**src/rtl/violet_pattern_gen_if.sv**
```systemverilog
// LED/display pattern generator bundle: control inputs and pattern outputs.
// Latency: none (wires only).
// Backpressure: none; outputs are free-running registers sampled by the consumer.
interface violet_pattern_gen_if #(
    parameter int WIDTH      = 16,
    parameter int DISP_WIDTH = 16
);
    logic                  i_dir;
    logic                  i_pause;
    logic [2:0]            i_speed;
    logic                  i_mode_btn;
    logic [WIDTH-1:0]      o_leds;
    logic [DISP_WIDTH-1:0] o_display;
    logic [1:0]            o_mode;
    logic                  o_tick;

    // Driver of the controls, consumer of the pattern.
    modport master (
        output i_dir, i_pause, i_speed, i_mode_btn,
        input  o_leds, o_display, o_mode, o_tick
    );

    // The pattern generator itself.
    modport slave (
        input  i_dir, i_pause, i_speed, i_mode_btn,
        output o_leds, o_display, o_mode, o_tick
    );
endinterface

```
**src/rtl/violet_pattern_gen.sv**
```systemverilog
// Four-mode LED pattern generator (chase/bounce/count/fill) with step counter display.
// Latency: outputs update one clock after the divider's tick condition; o_tick marks that edge.
// Backpressure: none; i_pause freezes divider and pattern, mode button still honoured.
module violet_pattern_gen #(
    parameter int WIDTH      = 16,
    parameter int DISP_WIDTH = 16,
    parameter int CLK_FREQ   = 25000000,
    parameter int STEP_HZ    = 10
) (
    input  logic                  i_clk,
    input  logic                  nrst,
    violet_pattern_gen_if.slave   bus
);
    localparam int BASE_PERIOD = CLK_FREQ / STEP_HZ;
    localparam int CNT_W       = $clog2(BASE_PERIOD + 1);
    localparam logic [CNT_W-1:0] BASE_P = CNT_W'(BASE_PERIOD);
    localparam logic [CNT_W-1:0] ONE    = CNT_W'(1);

    logic [CNT_W-1:0]      cnt_q, cnt_d;
    logic                  btn_prev_q, btn_prev_d;
    logic [1:0]            mode_q, mode_d;
    logic [WIDTH-1:0]      leds_q, leds_d;
    logic [DISP_WIDTH-1:0] disp_q, disp_d;
    logic                  tick_q, tick_d;
    logic                  bdir_q, bdir_d;   // bounce direction: 0 = towards MSB

    logic [CNT_W-1:0]      period_c;
    logic                  tick_c;
    logic                  edge_c;

    // Chase and bounce start from a single lit LED; count and fill start empty.
    function automatic logic [WIDTH-1:0] mode_init(input logic [1:0] m);
        return m[1] ? '0 : WIDTH'(1);
    endfunction

    // Divider period from speed select; ">=" lets a speed-up tick at once instead of wrapping.
    always_comb begin
        period_c = BASE_P >> bus.i_speed;
        if (period_c == '0) begin
            period_c = ONE;
        end
        tick_c = !bus.i_pause && (cnt_q >= period_c - ONE);
        edge_c = bus.i_mode_btn && !btn_prev_q;
    end

    // Next-state: divider, mode cycling and per-tick pattern step (mode change beats the step).
    always_comb begin
        cnt_d      = cnt_q;
        btn_prev_d = bus.i_mode_btn;
        mode_d     = mode_q;
        leds_d     = leds_q;
        disp_d     = disp_q;
        tick_d     = tick_c;
        bdir_d     = bdir_q;

        if (!bus.i_pause) begin
            cnt_d = tick_c ? '0 : cnt_q + ONE;
        end

        if (tick_c) begin
            disp_d = bus.i_dir ? disp_q - DISP_WIDTH'(1) : disp_q + DISP_WIDTH'(1);
        end

        if (edge_c) begin
            mode_d = mode_q + 2'd1;
            leds_d = mode_init(mode_q + 2'd1);
            bdir_d = 1'b0;
        end else if (tick_c) begin
            case (mode_q)
                2'd0: leds_d = bus.i_dir ? {leds_q[0], leds_q[WIDTH-1:1]}
                                         : {leds_q[WIDTH-2:0], leds_q[WIDTH-1]};
                2'd1: begin
                    if (!bdir_q && leds_q[WIDTH-1]) begin
                        bdir_d = 1'b1;
                        leds_d = leds_q >> 1;
                    end else if (bdir_q && leds_q[0]) begin
                        bdir_d = 1'b0;
                        leds_d = leds_q << 1;
                    end else begin
                        leds_d = bdir_q ? leds_q >> 1 : leds_q << 1;
                    end
                end
                2'd2: leds_d = bus.i_dir ? leds_q - WIDTH'(1) : leds_q + WIDTH'(1);
                default: leds_d = bus.i_dir ? {~leds_q[0], leds_q[WIDTH-1:1]}
                                            : {leds_q[WIDTH-2:0], ~leds_q[WIDTH-1]};
            endcase
        end
    end

    // State registers; btn_prev resets high so a button held through reset does not count.
    always_ff @(posedge i_clk or negedge nrst) begin
        if (!nrst) begin
            cnt_q      <= '0;
            btn_prev_q <= 1'b1;
            mode_q     <= 2'd0;
            leds_q     <= WIDTH'(1);
            disp_q     <= '0;
            tick_q     <= 1'b0;
            bdir_q     <= 1'b0;
        end else begin
            cnt_q      <= cnt_d;
            btn_prev_q <= btn_prev_d;
            mode_q     <= mode_d;
            leds_q     <= leds_d;
            disp_q     <= disp_d;
            tick_q     <= tick_d;
            bdir_q     <= bdir_d;
        end
    end

    assign bus.o_leds    = leds_q;
    assign bus.o_display = disp_q;
    assign bus.o_mode    = mode_q;
    assign bus.o_tick    = tick_q;
endmodule

```
**src/flat_wrapper.sv**
```systemverilog
// flat-port wrapper written by rule: the top's interface ports become plain ports
module violet_pattern_gen_flat 
#(
    parameter int WIDTH      = 16,
    parameter int DISP_WIDTH = 16,
    parameter int CLK_FREQ   = 25000000,
    parameter int STEP_HZ    = 10
)
  (i_clk, nrst, bus_i_dir, bus_i_pause, bus_i_speed, bus_i_mode_btn, bus_o_leds, bus_o_display, bus_o_mode, bus_o_tick);
  violet_pattern_gen_if #(.WIDTH(WIDTH), .DISP_WIDTH(DISP_WIDTH)) bus_i ();
  input  logic i_clk;
  input  logic nrst;
  input wire logic [$bits(bus_i.i_dir)-1:0] bus_i_dir;
  input wire logic [$bits(bus_i.i_pause)-1:0] bus_i_pause;
  input wire logic [$bits(bus_i.i_speed)-1:0] bus_i_speed;
  input wire logic [$bits(bus_i.i_mode_btn)-1:0] bus_i_mode_btn;
  output wire logic [$bits(bus_i.o_leds)-1:0] bus_o_leds;
  output wire logic [$bits(bus_i.o_display)-1:0] bus_o_display;
  output wire logic [$bits(bus_i.o_mode)-1:0] bus_o_mode;
  output wire logic [$bits(bus_i.o_tick)-1:0] bus_o_tick;
  assign bus_i.i_dir = bus_i_dir;
  assign bus_i.i_pause = bus_i_pause;
  assign bus_i.i_speed = bus_i_speed;
  assign bus_i.i_mode_btn = bus_i_mode_btn;
  assign bus_o_leds = bus_i.o_leds;
  assign bus_o_display = bus_i.o_display;
  assign bus_o_mode = bus_i.o_mode;
  assign bus_o_tick = bus_i.o_tick;
  violet_pattern_gen #(.WIDTH(WIDTH), .DISP_WIDTH(DISP_WIDTH), .CLK_FREQ(CLK_FREQ), .STEP_HZ(STEP_HZ)) u_core (.i_clk(i_clk), .nrst(nrst), .bus(bus_i));
endmodule
```
**config.mk**
```make
export PLATFORM = sky130hd
export DESIGN_NAME = violet_pattern_gen_flat
export DESIGN_NICKNAME = d
export VERILOG_FILES = /design/src/rtl/violet_pattern_gen_if.sv /design/src/rtl/violet_pattern_gen.sv /design/src/flat_wrapper.sv
export SDC_FILE = /design/constraint.sdc
export NUM_CORES = 1
export LEC_CHECK = 0
export ABC_AREA = 1
export CORE_MARGIN = 5
export CORE_UTILIZATION = 45
export CTS_CLUSTER_SIZE = 16
export DETAILED_ROUTE_END_ITERATION = 12
export GPL_TIMING_DRIVEN = 0
export MAX_ROUTING_LAYER = met4
export SLEW_MARGIN = 20
export SYNTH_ARGS = -nofsm -noshare
export SYNTH_HDL_FRONTEND = slang
export SYNTH_SLANG_ARGS = --single-unit
```
**constraint.sdc**
```tcl
create_clock -name i_clk -period 4.8 [get_ports i_clk]
set_clock_uncertainty 0.2 [all_clocks]
set_input_delay 0.96 -clock i_clk [delete_from_list [all_inputs] [get_ports i_clk]]
set_output_delay 0.96 -clock i_clk [all_outputs]
set_load 0.01 [all_outputs]
```
; ---- After elaboration in Yosys (flattened, before gate mapping)
; Cells that the tools add are included.
[word_totals]
reg_bits = 59
output_inout_bits = 35
wordCells = 51
[op_classes]
n_addsub = 7
order_cmp = 1
eq_ne = 2
shifts = 1
muxes = 18
n_bitwise = 2
reduce_logical = 13
[op_table]
columns = cell, count
row1 = $mux 16, 9
row2 = $pmux 16 s3, 1
row3 = $mux 22, 2
row4 = $add 16x1->16 const B, 2
row5 = $sub 16x1->16 const B, 2
row6 = $add 22x1->22 const B, 1
row7 = $ge 22x22->1, 1
row8 = $logic_not 22->1, 1
row9 = $shr 22x3->22 const A, 1
row10 = $sub 22x1->22 const B, 1
row11 = $mux 1, 6
row12 = $logic_and 1x1->1, 4
row13 = $reduce_bool 2->1, 2
row14 = $logic_not 1->1, 3
row15 = $reduce_and 3->1, 1
row16 = $reduce_bool 3->1, 1
row17 = $add 2x1->2 const B, 1
row18 = $eq 2x1->1 const B, 1
row19 = $eq 2x2->1 const B, 1
row20 = $logic_not 2->1, 1
row21 = $not 1->1, 2

; ---- Logic depth before layout (Yosys ltp)
[depth]
ltp_word = 8
mapped_depth = 23
depth_no_buf = 23

; ---- Worst setup path after synthesis
; No wires, ideal clock.
[synth_path]
path_kind = input-to-reg
startpoint = in bus_i_speed[0]
endpoint = reg u_core.leds_q[15] (netlist: u_core.bus.o_leds[15])
setup_time_ps = 117
arrival_time_ps = 3149
t_required_ps = 4483
path_slack_ps = 1333
path_stages = 21
cell_sequence = inv_1 > ha_1 > nand2_1 > nand2_1 > nor3_1 > nand2_1 > o21ai_0 > ha_1 > nand2_1 > inv_1 > nand2_1 > nand2_1 > nand2_1 > nand2_1 > nand2_1 > nand4_2 > nand2_4 > nor2_8 > buf_6 > nand3_1 > nand2_1
[synth_via]
elab_chain_len = 7
[synth_lines]
columns = element, line
row1 = from (decl), flat_wrapper.sv:15  ; input wire logic [$bits(bus_i.i_speed)-1:0] bus_i_speed;
row2 = $shr 22x3->22 *, violet_pattern_gen.sv:38  ; period_c = BASE_P >> bus.i_speed;
row3 = $logic_not 22->1, violet_pattern_gen.sv:39  ; if (period_c == '0) begin
row4 = $mux 22 *, violet_pattern_gen.sv:39
row5 = $sub 22x1->22 *, violet_pattern_gen.sv:42  ; tick_c = !bus.i_pause && (cnt_q >= period_c - ONE);
row6 = $ge 22x22->1 *, violet_pattern_gen.sv:42
row7 = $logic_and 1x1->1 *, violet_pattern_gen.sv:42
row8 = $reduce_bool 2->1 (no line) *, n/a
row9 = to (signal assigned), violet_pattern_gen.sv:104  ; leds_q <= leds_d;
row10 = to (decl), violet_pattern_gen.sv:22  ; logic [WIDTH-1:0] leds_q, leds_d;
; Every way passes the cells marked *; elsewhere a longest branch is shown, timed or not.
; A chain may end at the register's enable or synchronous reset.

; ---- Final worst setup path
[layout_path]
startpoint = in bus_i_speed[0]
endpoint = reg u_core.disp_q[14] (netlist: u_core.bus.o_display[14])
[layout_via]
elab_chain_len = 6
[layout_lines]
columns = element, line
row1 = $shr 22x3->22 *, violet_pattern_gen.sv:38
row2 = $logic_not 22->1, violet_pattern_gen.sv:39
row3 = $mux 22 *, violet_pattern_gen.sv:39
row4 = $sub 22x1->22 *, violet_pattern_gen.sv:42
row5 = $ge 22x22->1 *, violet_pattern_gen.sv:42
row6 = $logic_and 1x1->1 *, violet_pattern_gen.sv:42
row7 = to (signal assigned), violet_pattern_gen.sv:105  ; disp_q <= disp_d;
row8 = to (decl), violet_pattern_gen.sv:23  ; logic [DISP_WIDTH-1:0] disp_q, disp_d;
; Marks and branches as above.

==> results.toml <==
[timing]
tns_ns = 0
setup_violations = 0
period_share_pct = 89.3
fin_crit_ns = 4.29
worst_pin_slew_ns = 0.722
slew_headroom_pct = 51.7
rsz0062_at_grt = "no"
maxSlewViolCount = 0
max_freq_mhz = 233
final_hold_viol_count = 0

[clock_tree]
cts-htree-levels = 3
ctsHoldBuffers = 0
numCtsBuffers = 9
cts_root_buffer = "clkbuf_16"
post-cts-setup-buffer-count = 0
path_clk_slew_ns = 0.05
clockBufferDepth = 2
clock-sinks = 59
cts_resized = 0
clock_latency_ns = 0.34
cts_tree = "yes"

[synth]
synth_edf_count = 0
synth_nets = 940
syn_area_um2 = 5840
synth-main-ff-cell = "dfrtp_1"
synth_warnings = 0
synth_cells = 867
async_flop_share_pct = 100
avgSynthCellArea_um2 = 6.74
ys_ff_latch = 59
ys_types = 47
synth-seq-area-share_pct = 25.3

[route]
dr.pass1.iters = 5
antenna_left = 0
drt_wl_total_um = 15700
remaining_drc_errors = 0
avgRoutedWirePerCell_um = 14.3
num_vias = 5715
drtIter0Drc = 423
avgViaCountPerCell = 5.20

[power]
pwr-share-seq_pct = 25.3
leakage_nw = 3.48
pwr-share-clk_pct = 21.6
power_w = 0.00304
power.switching_w = 0.00133
p_per_area_nw_per_um2 = 447
p_comb_share_pct = 53.1
p_int_w = 0.00170
vdd_drop_max_uv = 276
sw_frac_of_total_pct = 43.9

[finish]
area.growth.synth_to_final_pct = 16.3
nets = 994
final_cell_mix = "259 x nand2_1, 93 x inv_1, 76 x o21ai_0"
final_common_cell = "nand2_1"
n_fill_cell = 1266
fin_util_pct = 53.6
drive_above_1_share_pct = 7.13
antenna_cells = 0
layout.cells.non_filler = 1098
final_cell_area_um2 = 6790

[global_route]
grt.total_usage_pct = 22.2
antenna_found_initial = 0
grt_pass1_vias = 5410
grt_max_degree = 37
grt_pass1_wl_um = 26300
grt_remaining_overflow = 0

[job]
drv_cap = 0

[floorplanning]
start_util_pct = 46.1
fp-row-count = 41
die_y_um = 124
die_area_um2 = 15400
pin_count = 43
fp.coreArea_um2 = 12700
die_x_um = 124

[placed_design]
port_buffers = 42
post_dp_cell_area_um2 = 6490
gp_routability_congestion = 0.922
placed_cells_incl_taps = 1082
dp_hpwl_um = 12400

[run_status]
status = "completed"

[critical_path]
crit_arrival_ns = 4.28
r2r_slack_ns = 2.41
start_kind = "primary input"
cp.required_ns = 4.80
cp_max_fo = 10
worst-setup-path-type = "in2reg"
endpoint_kind = "flop"

[worst_hold_path]
hold_class = "reg2reg"
## path summary, 6_finish.rpt
check / from / end / depth (start not counted)
setup reg to reg: u_core.cnt_q[5] / u_core.cnt_q[17] / 11
max in group asynchronous: nrst / u_core.btn_prev_q / 2
min in group asynchronous: nrst / u_core.bus.o_display[3] / 1
setup / recovery: bus_i_speed[0] / u_core.bus.o_display[14] / 20
hold reg to reg: u_core.bus.o_display[4] / u_core.bus.o_display[4] / 2
hold / removal: u_core.bus.o_display[4] / u_core.bus.o_display[4] / 2
## cell type report
cell class                 count  area [µm²]  share of cell area [%]
tap                          172         215                    3.17
multi-input combinational    690        3890                    57.2
sequential                    59        1480                    21.8
inverter                     100         375                    5.53
buffer                        18         100                    1.47
clock inverter                 6        63.8                   0.939
clock buffer                  10         239                    3.52
timing repair buffer          43         433                    6.37
## power by group through the flow
| stage | registers, W | logic, W | clock network (W) |
|---|---|---|---|
| final | 0.000768 | 0.00161 | 0.000656 |
| after global routing | 0.000786 | 0.00182 | 0.000696 |
| after CTS | 0.000767 | 0.00161 | 0.000669 |
| after detailed placement | 0.000773 | 0.00160 | 0 |
| after global placement | 0.000771 | 0.00158 | 0 |
| after floorplan | 0.000778 | 0.00106 | 0 |
## registers in the layout (all words and copies together) (netlist names)
name	count
u_core.cnt_q	22
u_core.bus.o_display	16
u_core.bdir_q	1
u_core.bus.o_mode	2
u_core.bus.o_leds	16
u_core.bus.o_tick	1
u_core.btn_prev_q	1
## cell usage after synthesis (4+ instances only)
cell	instances	area (µm²)
a21oi_1	58	290
nand3b_1	5	37.5
xor2_1	21	184
inv_2	6	22.5
nor3_1	8	40.0
dfrtp_1	57	1430
nand4_1	8	50.1
nor2_1	71	267
o21ai_0	76	380
xnor2_1	14	123
nor2_4	6	67.6
inv_1	93	349
clkbuf_1	5	18.8
a21o_1	6	45.0
ha_1	63	788
nand2_1	259	972
o21bai_1	5	37.5
o21ai_1	4	20.0
buf_2	8	40.0
nand2_2	5	31.3
nand3_1	45	225
## layer usage
| layer | global-route usage, % | wire length [µm] |
|---|---|---|
| met5 | - | 0 |
| met4 | 5.07 | 142 |
| met3 | 4.13 | 818 |
| met2 | 32.9 | 6770 |
| met1 | 31.6 | 7990 |
## logic make-up after synthesis
family,Yosys count,synth area share [%]
AO/OA/AOI/OAI,162,14.9
XOR/XNOR,35,5.25
adder cells (fa/ha/maj),65,14.2
buffers and inverters,118,8.14
flip-flops,59,25.3
AND/OR/NAND/NOR,428,32.2
## worst max-delay path, cell delays in order
cell and delay [ns]:
clkdlybuf4s50_1 0.57, inv_1 0.15, ha_1 0.35, nand2_1 0.10, nand2_1 0.11, nor3_1 0.29, nand2_1 0.14, o21ai_0 0.21
ha_1 0.26, nand2_1 0.08, inv_1 0.04, nand2_1 0.06, nand2_1 0.05, nand2_1 0.06, nand2_1 0.05, nand2_1 0.06
nand4_2 0.10, nand2_4 0.16, buf_2 0.31, o21ai_0 0.15
## through the flow
step	hold WS, ns	setup WS, ns
detailed placement	0.309	0.176
global route	0.343	0.152
floorplan	0.315	1.33
global placement	0.304	-0.153
finish	0.320	0.515
CTS	0.323	0.505
(Power assumes the default switching activity.)
